<file path="config.mk">
export PLATFORM = sky130hd
export DESIGN_NAME = mem_requester
export DESIGN_NICKNAME = d
export VERILOG_FILES = /design/src/rtl/memreq_pkg.sv /design/src/rtl/memreq_fifo.sv /design/src/rtl/mem_requester.sv
export SDC_FILE = /design/constraint.sdc
export NUM_CORES = 1
export LEC_CHECK = 0
export ABC_AREA = 1
export BUFFER_PORTS_ARGS = -buffer_cell sky130_fd_sc_hd__buf_4
export CAP_MARGIN = 20
export CORE_ASPECT_RATIO = 1.75
export CORE_MARGIN = 10
export CORE_UTILIZATION = 48
export CTS_CLUSTER_SIZE = 25
export DETAILED_ROUTE_END_ITERATION = 12
export GPL_ROUTABILITY_DRIVEN = 0
export PLACE_DENSITY = 0.76
export SETUP_SLACK_MARGIN = 0.2
export SYNTH_ARGS = -nofsm -noshare
export SYNTH_HDL_FRONTEND = slang
export SYNTH_SLANG_ARGS = --single-unit
</file>
<file path="constraint.sdc">
create_clock -name clock -period 3.1 [get_ports clock]
set_clock_uncertainty 0.05 [all_clocks]
set_input_delay 0.155 -clock clock [delete_from_list [all_inputs] [get_ports clock]]
set_output_delay 0.155 -clock clock [all_outputs]
set_load 0.02 [all_outputs]
</file>
<file path="src/rtl/memreq_pkg.sv">
// Shared types for the memory requester: FSM states, queued request entry, default depth.
package memreq_pkg;

   localparam int unsigned FIFO_DEPTH_DEFAULT = 4;

   typedef enum logic [1:0] {
      StIdle,
      StRdWait,
      StRspHold
   } state_t;

   typedef struct packed {
      logic        write;
      logic [15:0] addr;
      logic [15:0] wdata;
   } req_entry_t;

endpackage

</file>
<file path="src/rtl/memreq_fifo.sv">
// In-order request queue; power-of-two depth so pointers wrap naturally.
module memreq_fifo
   import memreq_pkg::*;
#(
   parameter int unsigned Depth = FIFO_DEPTH_DEFAULT
) (
   input  logic                     clock,
   input  logic                     reset,
   input  logic                     push,
   input  req_entry_t               push_data,
   input  logic                     pop,
   output req_entry_t               head,
   output logic                     full,
   output logic                     empty,
   output logic [$clog2(Depth):0]   count
);

   localparam int unsigned PtrW = $clog2(Depth);
   localparam logic [PtrW:0] FullCount = (PtrW + 1)'(Depth);

   req_entry_t          mem_q [Depth];
   logic [PtrW-1:0]     wr_ptr_q, rd_ptr_q;
   logic [PtrW:0]       count_q;
   logic                do_push, do_pop;

   assign full    = (count_q == FullCount);
   assign empty   = (count_q == '0);
   assign count   = count_q;
   assign head    = mem_q[rd_ptr_q];
   assign do_push = push && !full;
   assign do_pop  = pop && !empty;

   always_ff @(posedge clock or posedge reset) begin
      if (reset) begin
         wr_ptr_q <= '0;
         rd_ptr_q <= '0;
         count_q  <= '0;
      end else begin
         if (do_push) wr_ptr_q <= wr_ptr_q + 1'b1;
         if (do_pop)  rd_ptr_q <= rd_ptr_q + 1'b1;
         case ({do_push, do_pop})
            2'b10:   count_q <= count_q + 1'b1;
            2'b01:   count_q <= count_q - 1'b1;
            default: count_q <= count_q;
         endcase
      end
   end

   // Storage needs no reset; entries are only read once pushed.
   always_ff @(posedge clock) begin
      if (do_push) mem_q[wr_ptr_q] <= push_data;
   end

endmodule

</file>
<file path="src/rtl/mem_requester.sv">
// Queues load/store requests and issues them in order to a single-port RAM.
// Optional issue counters are enabled with the MEMREQ_STATS_EN macro.
module mem_requester
   import memreq_pkg::*;
#(
   parameter int unsigned FIFO_DEPTH = FIFO_DEPTH_DEFAULT
) (
   input  logic        clock,
   input  logic        reset,
   input  logic        req_valid,
   output logic        req_ready,
   input  logic        req_write,
   input  logic [15:0] req_addr,
   input  logic [15:0] req_wdata,
   output logic        rsp_valid,
   input  logic        rsp_ready,
   output logic [15:0] rsp_data,
   output logic [15:0] mem_address,
   output logic [15:0] mem_write_data,
   output logic        mem_write_enable,
   input  logic [15:0] mem_read_data
`ifdef MEMREQ_STATS_EN
   ,
   output logic [15:0] stat_loads,
   output logic [15:0] stat_stores
`endif
);

   localparam int unsigned CntW = $clog2(FIFO_DEPTH) + 1;
   localparam logic [CntW-1:0] FullCount = CntW'(FIFO_DEPTH);

   state_t      state_q, state_d;
   logic        rsp_valid_q, rsp_valid_d;
   logic [15:0] rsp_data_q, rsp_data_d;
   logic [15:0] mem_address_q, mem_address_d;
   logic [15:0] mem_wdata_q, mem_wdata_d;
   logic        mem_we_q, mem_we_d;

   req_entry_t      push_entry, head;
   logic            fifo_full, fifo_empty, push, pop;
   logic [CntW-1:0] fifo_count;
   logic            issue_store, issue_load, load_slot;

   assign req_ready  = !reset && (fifo_count != FullCount);
   assign push       = req_valid && req_ready && !fifo_full;
   assign push_entry = '{write: req_write, addr: req_addr, wdata: req_wdata};

   memreq_fifo #(
      .Depth (FIFO_DEPTH)
   ) u_fifo (
      .clock     (clock),
      .reset     (reset),
      .push      (push),
      .push_data (push_entry),
      .pop       (pop),
      .head      (head),
      .full      (fifo_full),
      .empty     (fifo_empty),
      .count     (fifo_count)
   );

   // A load may issue from idle, or on the edge that retires the held response.
   assign load_slot   = (state_q == StIdle) || ((state_q == StRspHold) && rsp_ready);
   assign issue_store = !fifo_empty && head.write;
   assign issue_load  = !fifo_empty && !head.write && load_slot;
   assign pop         = issue_store || issue_load;

   always_comb begin
      state_d       = state_q;
      rsp_valid_d   = rsp_valid_q;
      rsp_data_d    = rsp_data_q;
      mem_address_d = mem_address_q;
      mem_wdata_d   = mem_wdata_q;
      mem_we_d      = 1'b0;

      if (pop) mem_address_d = head.addr;
      if (issue_store) begin
         mem_wdata_d = head.wdata;
         mem_we_d    = 1'b1;
      end

      case (state_q)
         StIdle: begin
            if (issue_load) state_d = StRdWait;
         end
         StRdWait: begin
            rsp_data_d  = mem_read_data;
            rsp_valid_d = 1'b1;
            state_d     = StRspHold;
         end
         StRspHold: begin
            if (rsp_ready) begin
               rsp_valid_d = 1'b0;
               state_d     = issue_load ? StRdWait : StIdle;
            end
         end
         default: state_d = StIdle;
      endcase
   end

   always_ff @(posedge clock or posedge reset) begin
      if (reset) begin
         state_q       <= StIdle;
         rsp_valid_q   <= 1'b0;
         rsp_data_q    <= '0;
         mem_address_q <= '0;
         mem_wdata_q   <= '0;
         mem_we_q      <= 1'b0;
      end else begin
         state_q       <= state_d;
         rsp_valid_q   <= rsp_valid_d;
         rsp_data_q    <= rsp_data_d;
         mem_address_q <= mem_address_d;
         mem_wdata_q   <= mem_wdata_d;
         mem_we_q      <= mem_we_d;
      end
   end

   assign rsp_valid        = rsp_valid_q;
   assign rsp_data         = rsp_data_q;
   assign mem_address      = mem_address_q;
   assign mem_write_data   = mem_wdata_q;
   assign mem_write_enable = mem_we_q;

`ifdef MEMREQ_STATS_EN
   logic [15:0] stat_loads_q, stat_stores_q;

   always_ff @(posedge clock or posedge reset) begin
      if (reset) begin
         stat_loads_q  <= '0;
         stat_stores_q <= '0;
      end else begin
         if (issue_load)  stat_loads_q  <= stat_loads_q + 16'd1;
         if (issue_store) stat_stores_q <= stat_stores_q + 16'd1;
      end
   end

   assign stat_loads  = stat_loads_q;
   assign stat_stores = stat_stores_q;
`endif

endmodule

</file>
---- Word level (Yosys, flattened, before mapping) ----
Memories as Yosys holds them, arrays and structs flattened.
Cells that the tools add are included.
storage, ports and cells
  bits in registers ....................... 59
  bits in writable memories ............... 132
  bits of input ports ..................... 53
  output and inout bits ................... 51
  word-level logic and storage cells ...... 53
  memories kept ........................... 1
operators by class
  add/sub/neg operators ................... 4
  eq/ne operators ......................... 8
  multiplexer cells ....................... 10
  reduce and logical (&&, ||, !) cells .... 21
memories
  memory        depth  width  read ports  clocked after memory_dff  write ports  RTL line           source
  u_fifo.mem_q  4      33     1           0                         1            memreq_fifo.sv:21  req_entry_t mem_q [Depth];
operators with widths
  operator                                                               count
  1-bit logical AND                                                      9
  2-bit one-hot mux with 3 select lines                                  1
  3-bit one-hot mux with 2 select lines                                  1
  1-bit 2-to-1 mux                                                       5
  2-bit by 1-bit adder with 2-bit output, second input constant          2
  2-bit by 1-bit equality test with 1-bit output, second input constant  2
  2-bit equality test, second input constant                             2
  1-bit zero test                                                        4
  2-bit 2-to-1 mux                                                       2
  2-bit inequality test, second input constant                           2
  2-bit AND reduction                                                    2
  2-bit nonzero test                                                     2
  3-bit by 1-bit adder with 3-bit output, second input constant          1
  3-bit equality test, second input constant                             1
  3-bit zero test                                                        1
  3-bit inequality test, second input constant                           1
  3-bit by 1-bit subtractor with 3-bit output, second input constant     1
  2-bit zero test                                                        1
  1-bit logical OR                                                       2
  1-bit one-hot mux with 2 select lines                                  1

---- Depth between registers and ports, before layout ----
Gate-level depths: netlist of run 1.
  depth in word-level cells ............... 8
  gate-level depth with buffers ........... 13
  depth with buffers taken out ............ 11

---- Hierarchy ----
From an unflattened synthesis of run 1, not the netlist that was laid out.
second synthesis, totals
  cells, all modules ...................... 676
  area, all modules ....................... 7733.7 um^2
modules (own cells, without submodules)
  module         instances  cells an instance  area an instance (um^2)  sequential area each (um^2)
  memreq_fifo    1          447                5690.5                   4139.0
  mem_requester  1          229                2043.2                   1301.2

---- Worst setup path before layout of run 1 ----
No wires, ideal clock.
  path type ............................... input port to flip-flop
  from .................................... input port reset
  to ...................................... memory u_fifo.mem_q[0][0] (netlist bit), enable pin
  library setup time ...................... 423 ps
  data arrival time ....................... 3411 ps
  data required time ...................... 2627 ps
  slack ................................... -784 ps
  stages .................................. 3
  path buffers ............................ 0
  cell sequence ........................... inv_1 nand3_1 nor2_1
between the ends
  longest elaborated chain between the ends .. 7
ends and longest elaborated chain
  element                                 RTL line             source
  start: declaration                      mem_requester.sv:9   input logic reset,
  1-bit zero test (no source line)        --
  1-bit logical AND                       mem_requester.sv:44  assign req_ready = !reset && (fifo_count != FullCount);
  1-bit logical AND (2 in series)         mem_requester.sv:45  assign push = req_valid && req_ready && !fifo_full;
  1-bit logical AND                       memreq_fifo.sv:30    assign do_push = push && !full;
  1-bit 2-to-1 mux                        memreq_fifo.sv:51    if (do_push) mem_q[wr_ptr_q] <= push_data;
  1-bit 2-to-1 mux (implied by the code)  memreq_fifo.sv:51
  end: declaration                        memreq_fifo.sv:21
Every way passes these cells.

---- Worst setup path after layout of run 1 ----
  from .................................... register u_fifo.rd_ptr_q[1]
  to ...................................... register u_fifo.count_q[2], in the netlist u_fifo.count[2]
between the ends
  longest elaborated chain between the ends .. 8
  elaborated cells on any way between the ends .. 11
  classes of those cells .................. eq/ne (2); mux (1); reduce/logical (7); memory (1)
ends and longest elaborated chain
  element                                                                                RTL line             source
  start: declaration                                                                     memreq_fifo.sv:22    logic [PtrW-1:0] wr_ptr_q, rd_ptr_q;
  start signal: assignment                                                               memreq_fifo.sv:40    if (do_pop) rd_ptr_q <= rd_ptr_q + 1'b1;
  memory 4 x 33 bit *                                                                    --
  1-bit zero test                                                                        mem_requester.sv:65  assign issue_load = !fifo_empty && !head.write && load_slot;
  1-bit logical AND (2 in series)                                                        mem_requester.sv:65
  1-bit logical OR *                                                                     mem_requester.sv:66  assign pop = issue_store || issue_load;
  1-bit logical AND *                                                                    memreq_fifo.sv:31    assign do_pop = pop && !empty;
  2-bit by 1-bit equality test with 1-bit output or 2-bit equality test (tied branches)  memreq_fifo.sv:41    case ({do_push, do_pop})
  3-bit one-hot mux with 2 select lines or 2-bit nonzero test (tied branches)            --
  end signal: assignment                                                                 memreq_fifo.sv:42    2'b10: count_q <= count_q + 1'b1;
  end signal: assignment                                                                 memreq_fifo.sv:43    2'b01: count_q <= count_q - 1'b1;
  end signal: assignment                                                                 memreq_fifo.sv:44    default: count_q <= count_q;
  end: declaration                                                                       memreq_fifo.sv:23    logic [PtrW:0] count_q;
Every way passes the cells marked *; elsewhere a longest branch is shown, timed or not.
A chain may end at the register's enable or synchronous reset.

==> results of run 1 <==
[cell families after synthesis]
kind of cell | count (synthesis)
fa+ha+maj | 6
buf+inv | 47
xor+xnor | 4
simple gates | 266
flops | 191
compound gates | 105
[metal layers]
metal | vias to the layer above | GRT usage [%] | routed length, um
li1 | 2411 | - | -
met1 | 2486 | 17.1 | 6310
met2 | 172 | 29.6 | 9260
met3 | 19 | 4.15 | 909
met4 | 0 | 5.96 | 284
met5 | - | 0 | 0
[worst max-delay path: cells and delay by family, from the launching register on]
family | cells | cell delay, ns
AO/OA/AOI/OAI | 2 | 0.27
flip-flops | 1 | 0.70
AND/OR/NAND/NOR | 3 | 0.47
XOR/XNOR | 1 | 0.16
buffers and inverters | 2 | 0.21
adder cells (fa/ha/maj) | 2 | 0.57
[how the worst max path moves through the flow]
stage | endpoint | slack, ns | cells past startpoint
after floorplan | u_fifo.count[2]$_DFFE_PP0P_ | 0.35 | 8
after global placement | u_fifo.count[2]$_DFFE_PP0P_ | 0.66 | 11
after detailed placement | u_fifo.count[2]$_DFFE_PP0P_ | 0.59 | 11
after CTS | u_fifo.count[2]$_DFFE_PP0P_ | 0.55 | 10
after global routing | u_fifo.count[2]$_DFFE_PP0P_ | 0.39 | 10
final | u_fifo.count[2]$_DFFE_PP0P_ | 0.55 | 10
[registers in the layout, indices dropped and copies added (netlist names)]
name and flops:
mem_address 16, mem_write_data 16, mem_write_enable 1, rsp_data 16
rsp_valid 1, state_q 2, u_fifo.count 3, u_fifo.mem_q 132
u_fifo.rd_ptr_q 2, u_fifo.wr_ptr_q 2
[layout make-up]
class | instances | area [sq um] | share of cell area (%)
Clock buffer | 17 | 425 | 4.52
Clock inverter | 15 | 149 | 1.58
Inverter | 17 | 67.6 | 0.718
Multi-Input combinational cell | 381 | 1730 | 18.4
Sequential cell | 191 | 5440 | 57.8
Tap cell | 183 | 229 | 2.43
Timing Repair Buffer | 166 | 1370 | 14.6
[cell usage after synthesis (2+ instances only)]
cell type    n
a21oi_1      4
xor2_1       3
buf_4        5
buf_6        3
o21ai_0     94
ha_1         5
inv_1       15
clkbuf_1    14
buf_2        8
nand2_1    138
inv_2        2
o21ai_1      6
dfrtp_1     59
nor2_1     101
edfxtp_1   132
nand3_1     23
[where the power goes]
part / internal, mW / switching [mW] / leakage [nW]
clock: 1.13 / 0.977 / 0.280
sequential: 3.35 / 0.310 / 1.91
combinational: 1.23 / 2.33 / 1.68
total: 5.71 / 3.62 / 3.88
[what timing repair did]
item                                    in CTS  in global routing
hold buffers                                50                  0
endpoints found under the setup margin       0                  0
endpoints found under the hold margin      207                  0
gates resized for setup                      0                  0
[per-stage QoR]
| step | utilization [%] | setup WS (ns) | hold WS, ns | instances | total power, mW |
|---|---|---|---|---|---|
| floorplan | - | 0.347 | 0.204 | 619 | 6.00 |
| global placement | 55.7 | 0.656 | 0.306 | 888 | 7.05 |
| detailed placement | 55.7 | 0.591 | 0.309 | 888 | 7.21 |
| CTS | 62.8 | 0.554 | 0.00547 | 970 | 9.41 |
| global route | 62.8 | 0.391 | 0.0279 | 970 | 9.93 |
| finish | 62.8 | 0.547 | 0.0196 | 970 | 9.33 |
==> impl_metrics.env, run 1 <==
export IMPL_hold_depth=4
export IMPL_firstDrtPassIters=4
export IMPL_synthCells=619
export IMPL_cp_end_kind="register"
export IMPL_synth_simple_area_share_pct=14.3
export IMPL_critical_path_most_common_cell="inv_1"
export IMPL_synth_edff_count=132
export IMPL_wl_per_cell_um=17.3
export IMPL_final_common_cell="nand2_1"
export IMPL_die_height_um=184
export IMPL_synth_xor_area_share_pct=0.475
export IMPL_num_vias=5088
export IMPL_worst_pin_slew_ns=0.785
export IMPL_synth_compound_area_share_pct=7.15
export IMPL_max_freq_ghz=0.392
export IMPL_wl_um=16800
export IMPL_hpwl_um=10900
export IMPL_worstPathMaxFanout=19
export IMPL_setup_tns_ns=0
export IMPL_maxSlewHeadroom_pct=47.7
export IMPL_post_route_min_period_ns=2.55
export IMPL_synth_flop_cell="edfxtp_1"
export IMPL_clkTransAtPathRegs_ns=0.07
export IMPL_rows=59
export IMPL_arrival_ns=2.81
export IMPL_maxSlewViolCount=0
export IMPL_grt_pass1_wl_um=26800
export IMPL_synth_largest_area_cell="edfxtp_1"
export IMPL_path_cells="inv_1 -> nand3_1 -> nand3_4 -> nand2_4 -> ha_1 -> inv_1 -> fa_1 -> a21oi_1 -> o21ai_0 -> xor2_1"
export IMPL_async_flop_share_pct=30.9
export IMPL_io_buffers=103
export IMPL_coreArea_sq_um=15000
export IMPL_dieWidth_um=114
export IMPL_dr_first_iter_drc_count=318
export IMPL_fin_crit_sh_pct=82.4
export IMPL_htreeDepth=4
export IMPL_yosysUniqueCellTypes=23
export IMPL_min_to="rsp_valid$_DFFE_PP0P_"
export IMPL_cts_num_sinks=191
export IMPL_maxCapViolCount=0
export IMPL_diodes=0
export IMPL_fillers=1104
export IMPL_hp_start="rsp_ready"
export IMPL_synth_adder_area_share_pct=1.12
export IMPL_yosys_register_bits=191
export IMPL_insertion_delay_ns=0.43
export IMPL_worstPathRequired_ns=3.35
export IMPL_synthMuxAreaShare_pct=0
export IMPL_cts_buffer_depth=2
export IMPL_grt_max_degree=67
export IMPL_final_cell_mix="nand2_1, edfxtp_1, buf_4, nor2_1, o21ai_0"
export IMPL_root_buffer="clkbuf_16"
export IMPL_die_area_sq_um=20900
export IMPL_final_antenna_net_count=0
export IMPL_yosysWarnings=0
export IMPL_status="finished clean"
export IMPL_r2r_slack_ns=0.55
export IMPL_slowest_stage="dfrtp_1"
export IMPL_synth_top_area_share_pct=53.8
export IMPL_layout_drive_gt1_share_pct=20.2
export IMPL_path_class="register to register"
export IMPL_ioPinCount=104
export IMPL_hold_viol=0
export IMPL_max_stage_delay_ns=0.70
export IMPL_antenna_found_initial=0
export IMPL_rsz0062_at_grt="false"
export IMPL_start_kind="register"
export IMPL_drc_errors=0
export IMPL_grt_usage_pct=16.1
export IMPL_hold_path_class="input port to register"
export IMPL_start_util_pct=49.2
export IMPL_post_cts_buffers=0
export IMPL_avgViaCountPerCell=5.25
export IMPL_crit_start="u_fifo.rd_ptr_q[1]$_DFFE_PP0P_"
export IMPL_synth_top_family_by_area="simple AND/OR/NAND/NOR gates"
export IMPL_final_area_sq_um=9420
export IMPL_synthTopCellsByArea="edfxtp_1, dfrtp_1, nand2_1"
export IMPL_r2r_start="u_fifo.rd_ptr_q[1]$_DFFE_PP0P_"
export IMPL_syn2layout_area_growth_pct=27.8
export IMPL_ys_seq_area_share_pct=73.8
export IMPL_gr_total_overflow=0
export IMPL_ir_drop_mv=0.500
export IMPL_r2r_end="u_fifo.count[2]$_DFFE_PP0P_"
export IMPL_leakagePower_nw=3.88
export IMPL_cts_buffers=17
export IMPL_r2r_cells=10
export IMPL_grt_pass1_vias=5387
export IMPL_synth_cell_area_sq_um=7370
export IMPL_p_per_area_nw_per_um2=990
export IMPL_syn_nets=678
export IMPL_avgSynthCellArea_sq_um=11.9
export IMPL_final_nets=833
export IMPL_postPlaceCellArea_sq_um=8340
export IMPL_setup_viol=0
export IMPL_tritoncts="done"
No activity file was read; power rests on OpenSTA's default activity.
==> inputs of run 2 (changes only) <==
--- a/config.mk
+++ b/config.mk
@@ -5,7 +5,7 @@
 export SDC_FILE = /design/constraint.sdc
 export NUM_CORES = 1
 export LEC_CHECK = 0
-export ABC_AREA = 1
+export ABC_AREA = 0
 export BUFFER_PORTS_ARGS = -buffer_cell sky130_fd_sc_hd__buf_4
 export CAP_MARGIN = 20
 export CORE_ASPECT_RATIO = 1.75
==> constraint.sdc (replaced) <==
create_clock -name clock -period 2.4 [get_ports clock]
set_clock_uncertainty 0.05 [all_clocks]
set_input_delay 0.12 -clock clock [delete_from_list [all_inputs] [get_ports clock]]
set_output_delay 0.12 -clock clock [all_outputs]
set_load 0.02 [all_outputs]
==> run 2 against run 1 <==
Critical path depth is 1 lower; sequential share of layout area is 0.74 points higher; area after synthesis is 3.0% lower; count of clock-buffer cells in the layout stayed put; die area is 2.6% lower; setup slack worse by 0.27 ns; flip-flop and latch count stayed put; worst hold slack better by 0.044 ns; total power is 23% higher; design area is 1.2% lower; combinational power is 18% higher; synthesized cell count is 47% lower; critical endpoint unchanged; largest power group unchanged.
==> impl_metrics.env, run 2 <==
export IMPL_yosysUniqueCellTypes=31
export IMPL_synth_cell_area_sq_um=7150
export IMPL_final_antenna_net_count=0
export IMPL_p_per_area_nw_per_um2=1240
export IMPL_status="finished clean"
export IMPL_clkTransAtPathRegs_ns=0.07
export IMPL_dieWidth_um=112
export IMPL_avgSynthCellArea_sq_um=21.9
export IMPL_critical_path_most_common_cell="xor2_1"
export IMPL_hold_path_class="input port to register"
export IMPL_synthCells=327
export IMPL_whs_ns=0.0636
export IMPL_synth_top_area_share_pct=55.4
export IMPL_synth_flop_cell="edfxtp_1"
export IMPL_worstPathRequired_ns=2.65
export IMPL_leakagePower_nw=3.56
export IMPL_cts_buffers=17
export IMPL_cts_num_sinks=191
export IMPL_start_util_pct=48.4
export IMPL_yosysWarnings=0
export IMPL_path_cells="mux4_2 -> a21oi_4 -> nor2_4 -> ha_4 -> inv_2 -> fa_2 -> xor2_1 -> nor2_1 -> xor2_1"
export IMPL_avgViaCountPerCell=5.19
export IMPL_synth_edff_count=132
export IMPL_max_flop_register="u_fifo.mem_q"
export IMPL_die_height_um=181
export IMPL_power_total_mw=11.5
export IMPL_wl_per_cell_um=20.1
export IMPL_synth_largest_area_cell="edfxtp_1"
export IMPL_rows=59
export IMPL_grt_usage_pct=14.3
export IMPL_post_route_min_period_ns=2.12
export IMPL_final_nets=563
export IMPL_cts_buffer_depth=2
export IMPL_start_kind="register"
export IMPL_gr_total_overflow=0
export IMPL_antenna_found_initial=1
export IMPL_dr_first_iter_drc_count=127
export IMPL_maxCapViolCount=0
export IMPL_grt_max_degree=35
export IMPL_cp_buffers_inverters=1
export IMPL_maxSlewHeadroom_pct=54.2
export IMPL_drc_errors=0
export IMPL_coreArea_sq_um=14800
export IMPL_cp_end_kind="register"
export IMPL_largest_reg_flops=132
export IMPL_yosys_register_bits=191
export IMPL_yosysMostFrequentCell="edfxtp_1"
export IMPL_die_area_sq_um=20400
export IMPL_arrival_ns=2.37
export IMPL_max_stage_delay_ns=0.56
export IMPL_rsz0062_at_grt="false"
export IMPL_grt_pass1_vias=4231
export IMPL_num_vias=3636
export IMPL_insertion_delay_ns=0.42
export IMPL_ys_seq_area_share_pct=76.1
export IMPL_synth_common_cells="edfxtp_1, dfrtp_1, mux2_2"
export IMPL_final_cell_mix="edfxtp_1, buf_4, dfrtp_1, dlygate4sd3_1, mux2_2"
export IMPL_root_buffer="clkbuf_16"
export IMPL_htreeDepth=4
export IMPL_syn2layout_area_growth_pct=30.0
export IMPL_hold_viol=0
export IMPL_final_common_cell="edfxtp_1"
export IMPL_hpwl_um=9010
export IMPL_slowest_stage="mux4_2"
export IMPL_tritoncts="done"
export IMPL_maxSlewViolCount=0
export IMPL_path_class="register to register"
export IMPL_grt_pass1_wl_um=22800
export IMPL_fin_crit_sh_pct=88.3
export IMPL_syn_nets=386
export IMPL_worstPathMaxFanout=3
export IMPL_synthTopCellsByArea="edfxtp_1, dfrtp_1, mux4_2"
export IMPL_io_buffers=103
export IMPL_setup_tns_ns=0
export IMPL_firstDrtPassIters=4
export IMPL_worst_pin_slew_ns=0.687
export IMPL_async_flop_share_pct=30.9
export IMPL_layout_drive_gt1_share_pct=46.8
export IMPL_ioPinCount=104
export IMPL_wl_um=14100
export IMPL_ir_drop_mv=0.622
export IMPL_setup_viol=0
export IMPL_crit_family="multiplexers"
export IMPL_max_freq_ghz=0.472
[run 2: metrics by stage]
stage	cell area, sq um	utilization (%)	instances	setup WS [ns]
global route	9300	63.0	701	0.206
CTS	9300	63.0	700	0.271
floorplan	7170	-	327	0.0605
global placement	8230	55.8	617	0.345
detailed placement	8230	55.8	617	0.287
finish	9300	63.0	701	0.281
[run 2: cells by family after synthesis]
logic type / share of synthesized area (%)
AO/OA/AOI/OAI: 0.472
XOR/XNOR: 0.735
adder cells (fa/ha/maj): 1.15
buffers and inverters: 1.42
flip-flops: 76.1
multiplexers: 18.7
AND/OR/NAND/NOR: 1.42
[run 2: worst register-to-register path: cells and delay by family, from the launching register on]
kind	cells	cell delay, ns
mux	1	0.56
flops	1	0.37
fa+ha+maj	2	0.36
xor+xnor	2	0.30
compound gates	1	0.18
simple gates	2	0.14
buf+inv	1	0.05
[run 2: per-layer routing]
layer	routed length (um)	vias to the layer above	track usage, %
met2	7930	92	26.1
met4	284	0	6.32
met1	5210	1871	15.3
met5	0	-	0
li1	-	1647	-
met3	640	26	3.33
[run 2: repair_timing]
item	4_1_cts	5_1_grt
buffers inserted	0	0
hold buffers	51	0
gates resized for setup	0	0
endpoints found under the hold margin	172	0
[run 2: cell type report]
| type | count | area (sq um) |
|---|---|---|
| sequential | 191 | 5440 |
| antenna | 1 | 2.50 |
| clock buffer | 17 | 425 |
| timing repair buffer | 169 | 1410 |
| multi-input combinational | 116 | 1630 |
| tap | 183 | 229 |
| clock inverter | 15 | 126 |
| fill | 1034 | 5470 |
| inverter | 9 | 33.8 |
[run 2: worst paths after layout]
| path | cells after the start | start | slack, ns | to |
|---|---|---|---|---|
| max | 9 | u_fifo.rd_ptr_q[0]$_DFFE_PP0P_ | 0.28 | u_fifo.count[2]$_DFFE_PP0P_ |
| min | 3 | req_valid | 0.06 | u_fifo.wr_ptr_q[0]$_DFFE_PP0P_ |
| max reg2reg | 9 | u_fifo.rd_ptr_q[0]$_DFFE_PP0P_ | 0.28 | u_fifo.count[2]$_DFFE_PP0P_ |
| min reg2reg | 1 | mem_write_data[0]$_DFFE_PP0P_ | 0.46 | mem_write_data[0]$_DFFE_PP0P_ |
| max in group asynchronous | 4 | reset | 1.41 | mem_address[14]$_DFFE_PP0N_ |
| min in group asynchronous | 3 | reset | 0.28 | rsp_data[5]$_DFFE_PP0P_ |
[run 2: where the power goes]
| part | internal, mW | switching (mW) | total [mW] |
|---|---|---|---|
| logic | 2.16 | 2.03 | 4.19 |
| clock network | 1.36 | 1.24 | 2.60 |
| registers | 4.34 | 0.376 | 4.71 |
==> inputs of run 3 (changes only) <==
--- a/config.mk
+++ b/config.mk
@@ -18,4 +18,5 @@
 export SETUP_SLACK_MARGIN = 0.2
 export SYNTH_ARGS = -nofsm -noshare
 export SYNTH_HDL_FRONTEND = slang
+export SYNTH_HIERARCHICAL = 1
 export SYNTH_SLANG_ARGS = --single-unit
==> run 3 against run 2 <==
First-iteration DRC count grew 50%; via count grew 0.19%; count of clock-buffer cells in the layout is the same; fmax shrank 8.7%; largest cell class unchanged.
==> impl_metrics.env, run 3 <==
export IMPL_ioPinCount=104
export IMPL_cp_end_kind="register"
export IMPL_synthCells=333
export IMPL_insertion_delay_ns=0.41
export IMPL_avgViaCountPerCell=5.14
export IMPL_post_route_min_period_ns=2.32
export IMPL_leakagePower_nw=3.64
export IMPL_async_flop_share_pct=30.9
export IMPL_yosysWarnings=6
export IMPL_dieWidth_um=113
export IMPL_synth_cell_area_sq_um=7260
export IMPL_fin_crit_sh_pct=96.7
export IMPL_hold_path_class="input port to register"
export IMPL_grt_usage_pct=13.8
export IMPL_root_buffer="clkbuf_16"
export IMPL_synth_largest_area_cell="edfxtp_1"
export IMPL_final_common_cell="edfxtp_1"
export IMPL_path_class="register to register"
export IMPL_num_vias=3643
export IMPL_synth_edff_count=132
export IMPL_slowest_stage="dfrtp_2"
export IMPL_place_ws_ns=0.0429
export IMPL_worstPathRequired_ns=2.68
export IMPL_maxSlewViolCount=0
export IMPL_p_per_area_nw_per_um2=1260
export IMPL_rows=59
export IMPL_ir_drop_mv=0.673
export IMPL_yosys_register_bits=191
export IMPL_gr_max_usage_layer="met2"
export IMPL_hpwl_um=9560
export IMPL_final_area_sq_um=9480
export IMPL_fin_cells=709
export IMPL_setup_viol=0
export IMPL_synthTopCellsByArea="edfxtp_1, dfrtp_1, mux4_2"
export IMPL_final_cell_mix="edfxtp_1, buf_4, dfrtp_1, dlygate4sd3_1, mux2_2"
export IMPL_layout_drive_gt1_share_pct=47.6
export IMPL_synth_flop_cell="edfxtp_1"
export IMPL_drc_errors=0
export IMPL_dr_first_iter_drc_count=191
export IMPL_die_area_sq_um=20600
export IMPL_start_kind="register"
export IMPL_die_height_um=183
export IMPL_dp_cells=622
export IMPL_met1_usage_pct=14.3
export IMPL_worstPathMaxFanout=2
export IMPL_synth_common_cells="edfxtp_1, dfrtp_1, mux2_2"
export IMPL_status="finished clean"
export IMPL_gr_usage_met3_pct=4.01
export IMPL_grt_max_degree=35
export IMPL_wl_per_cell_um=19.8
export IMPL_tritoncts="done"
export IMPL_rsz0062_at_grt="true"
export IMPL_fillers=984
export IMPL_maxCapViolCount=0
export IMPL_htreeDepth=4
export IMPL_yosysUniqueCellTypes=30
export IMPL_coreArea_sq_um=14800
export IMPL_worst_pin_slew_ns=0.693
export IMPL_wl_um=14000
export IMPL_whs_ns=0.0470
export IMPL_max_freq_ghz=0.431
export IMPL_postPlaceCellArea_sq_um=8340
export IMPL_final_antenna_net_count=0
export IMPL_maxSlewHeadroom_pct=53.8
export IMPL_crit_family="adder cells"
export IMPL_io_buffers=103
export IMPL_cts_buffers=17
export IMPL_cp_buffers_inverters=2
export IMPL_cts_num_sinks=191
export IMPL_power_total_mw=12.0
export IMPL_grt_pass1_vias=4111
export IMPL_met2_usage_pct=25.3
export IMPL_largest_reg_flops=132
export IMPL_max_stage_delay_ns=0.41
export IMPL_grt_pass1_wl_um=22300
export IMPL_syn2layout_area_growth_pct=30.6
export IMPL_start_util_pct=48.9
export IMPL_cts_buffer_depth=2
export IMPL_multi_input_area_sq_um=1680
export IMPL_syn_nets=392
export IMPL_clkTransAtPathRegs_ns=0.06
export IMPL_gr_total_overflow=0
export IMPL_max_flop_register="u_fifo/mem_q"
export IMPL_firstDrtPassIters=4
export IMPL_ys_seq_area_share_pct=75.0
export IMPL_antenna_found_initial=1
export IMPL_seq_area_sq_um=5440
export IMPL_path_cells="mux4_2 -> nor2b_4 -> a21oi_4 -> inv_2 -> o31a_1 -> ha_4 -> inv_2 -> fa_2 -> xor2_1 -> nor2_1 -> xor2_1"
export IMPL_hold_viol=0
export IMPL_arrival_ns=2.60
export IMPL_yosysMostFrequentCell="edfxtp_1"
export IMPL_fin_ws_ns=0.0785
export IMPL_synth_top_area_share_pct=54.6
export IMPL_final_nets=571
export IMPL_avgSynthCellArea_sq_um=21.8
## run 3: through the flow
stage	util [%]	TNS, ns
2_1_floorplan	-	-0.622
3_3_place_gp	56.2	0
3_5_place_dp	56.2	0
4_1_cts	63.8	0
5_1_grt	63.9	-0.00470
6_report	63.9	0
## run 3: cell type report
cell class	instances	area share [%]
Antenna cell	1	0.0264
Clock buffer	17	4.49
Timing Repair Buffer	173	15.7
Multi-Input combinational cell	119	17.8
Inverter	10	0.396
Clock inverter	15	1.82
Tap cell	183	2.41
Sequential cell	191	57.4
## run 3: power breakdown
group	internal (mW)	switching, mW	leakage, nW
combinational	2.35	2.11	1.46
sequential	4.34	0.400	1.88
clock	1.57	1.20	0.299
total	8.27	3.71	3.64
## run 3: logic make-up after synthesis
| kind of cell | after synthesis | share of synthesized area (%) |
|---|---|---|
| flip-flops | 191 | 75.0 |
| multiplexers | 83 | 18.7 |
| buffers and inverters | 23 | 2.38 |
| AND/OR/NAND/NOR | 18 | 1.45 |
| AO/OA/AOI/OAI | 6 | 0.655 |
| XOR/XNOR | 6 | 0.724 |
| adder cells (fa/ha/maj) | 6 | 1.14 |
## run 3: final timing paths
check	start	endpoint	slack, ns	cells past startpoint
worst max-delay path	u_fifo/rd_ptr_q[0]$_DFFE_PP0P_	u_fifo/count[2]$_DFFE_PP0P_	0.08	11
worst min-delay path	rsp_ready	rsp_valid$_DFFE_PP0P_	0.05	4
worst max register to register	u_fifo/rd_ptr_q[0]$_DFFE_PP0P_	u_fifo/count[2]$_DFFE_PP0P_	0.08	11
worst min register to register	mem_write_data[4]$_DFFE_PP0P_	mem_write_data[4]$_DFFE_PP0P_	0.46	1
max in group asynchronous	reset	mem_address[12]$_DFFE_PP0P_	1.24	4
min in group asynchronous	reset	u_fifo/wr_ptr_q[1]$_DFFE_PP0P_	0.19	3
## run 3: metal layers
metal	vias up	wire length [um]
met5	-	0
met4	0	255
met3	17	693
met2	103	8030
met1	1863	5030
li1	1660	-
## run 3: what timing repair did
| item | CTS | global route |
|---|---|---|
| setup buffers | 3 | 1 |
| hold buffers | 50 | 0 |
| setup endpoints to repair | 2 | 14 |
| pin swaps | 1 | 1 |
| gates resized for setup | 3 | 1 |
| endpoints found under the hold margin | 183 | 0 |
## run 3: worst reg2reg max path: stages, from the launching register on
cell     delay, ns
dfrtp_2       0.41
mux4_2        0.35
nor2b_4       0.17
a21oi_4       0.04
inv_2         0.05
o31a_1        0.19
ha_4          0.16
inv_2         0.03
fa_2          0.33
xor2_1        0.15
nor2_1        0.13
xor2_1        0.17
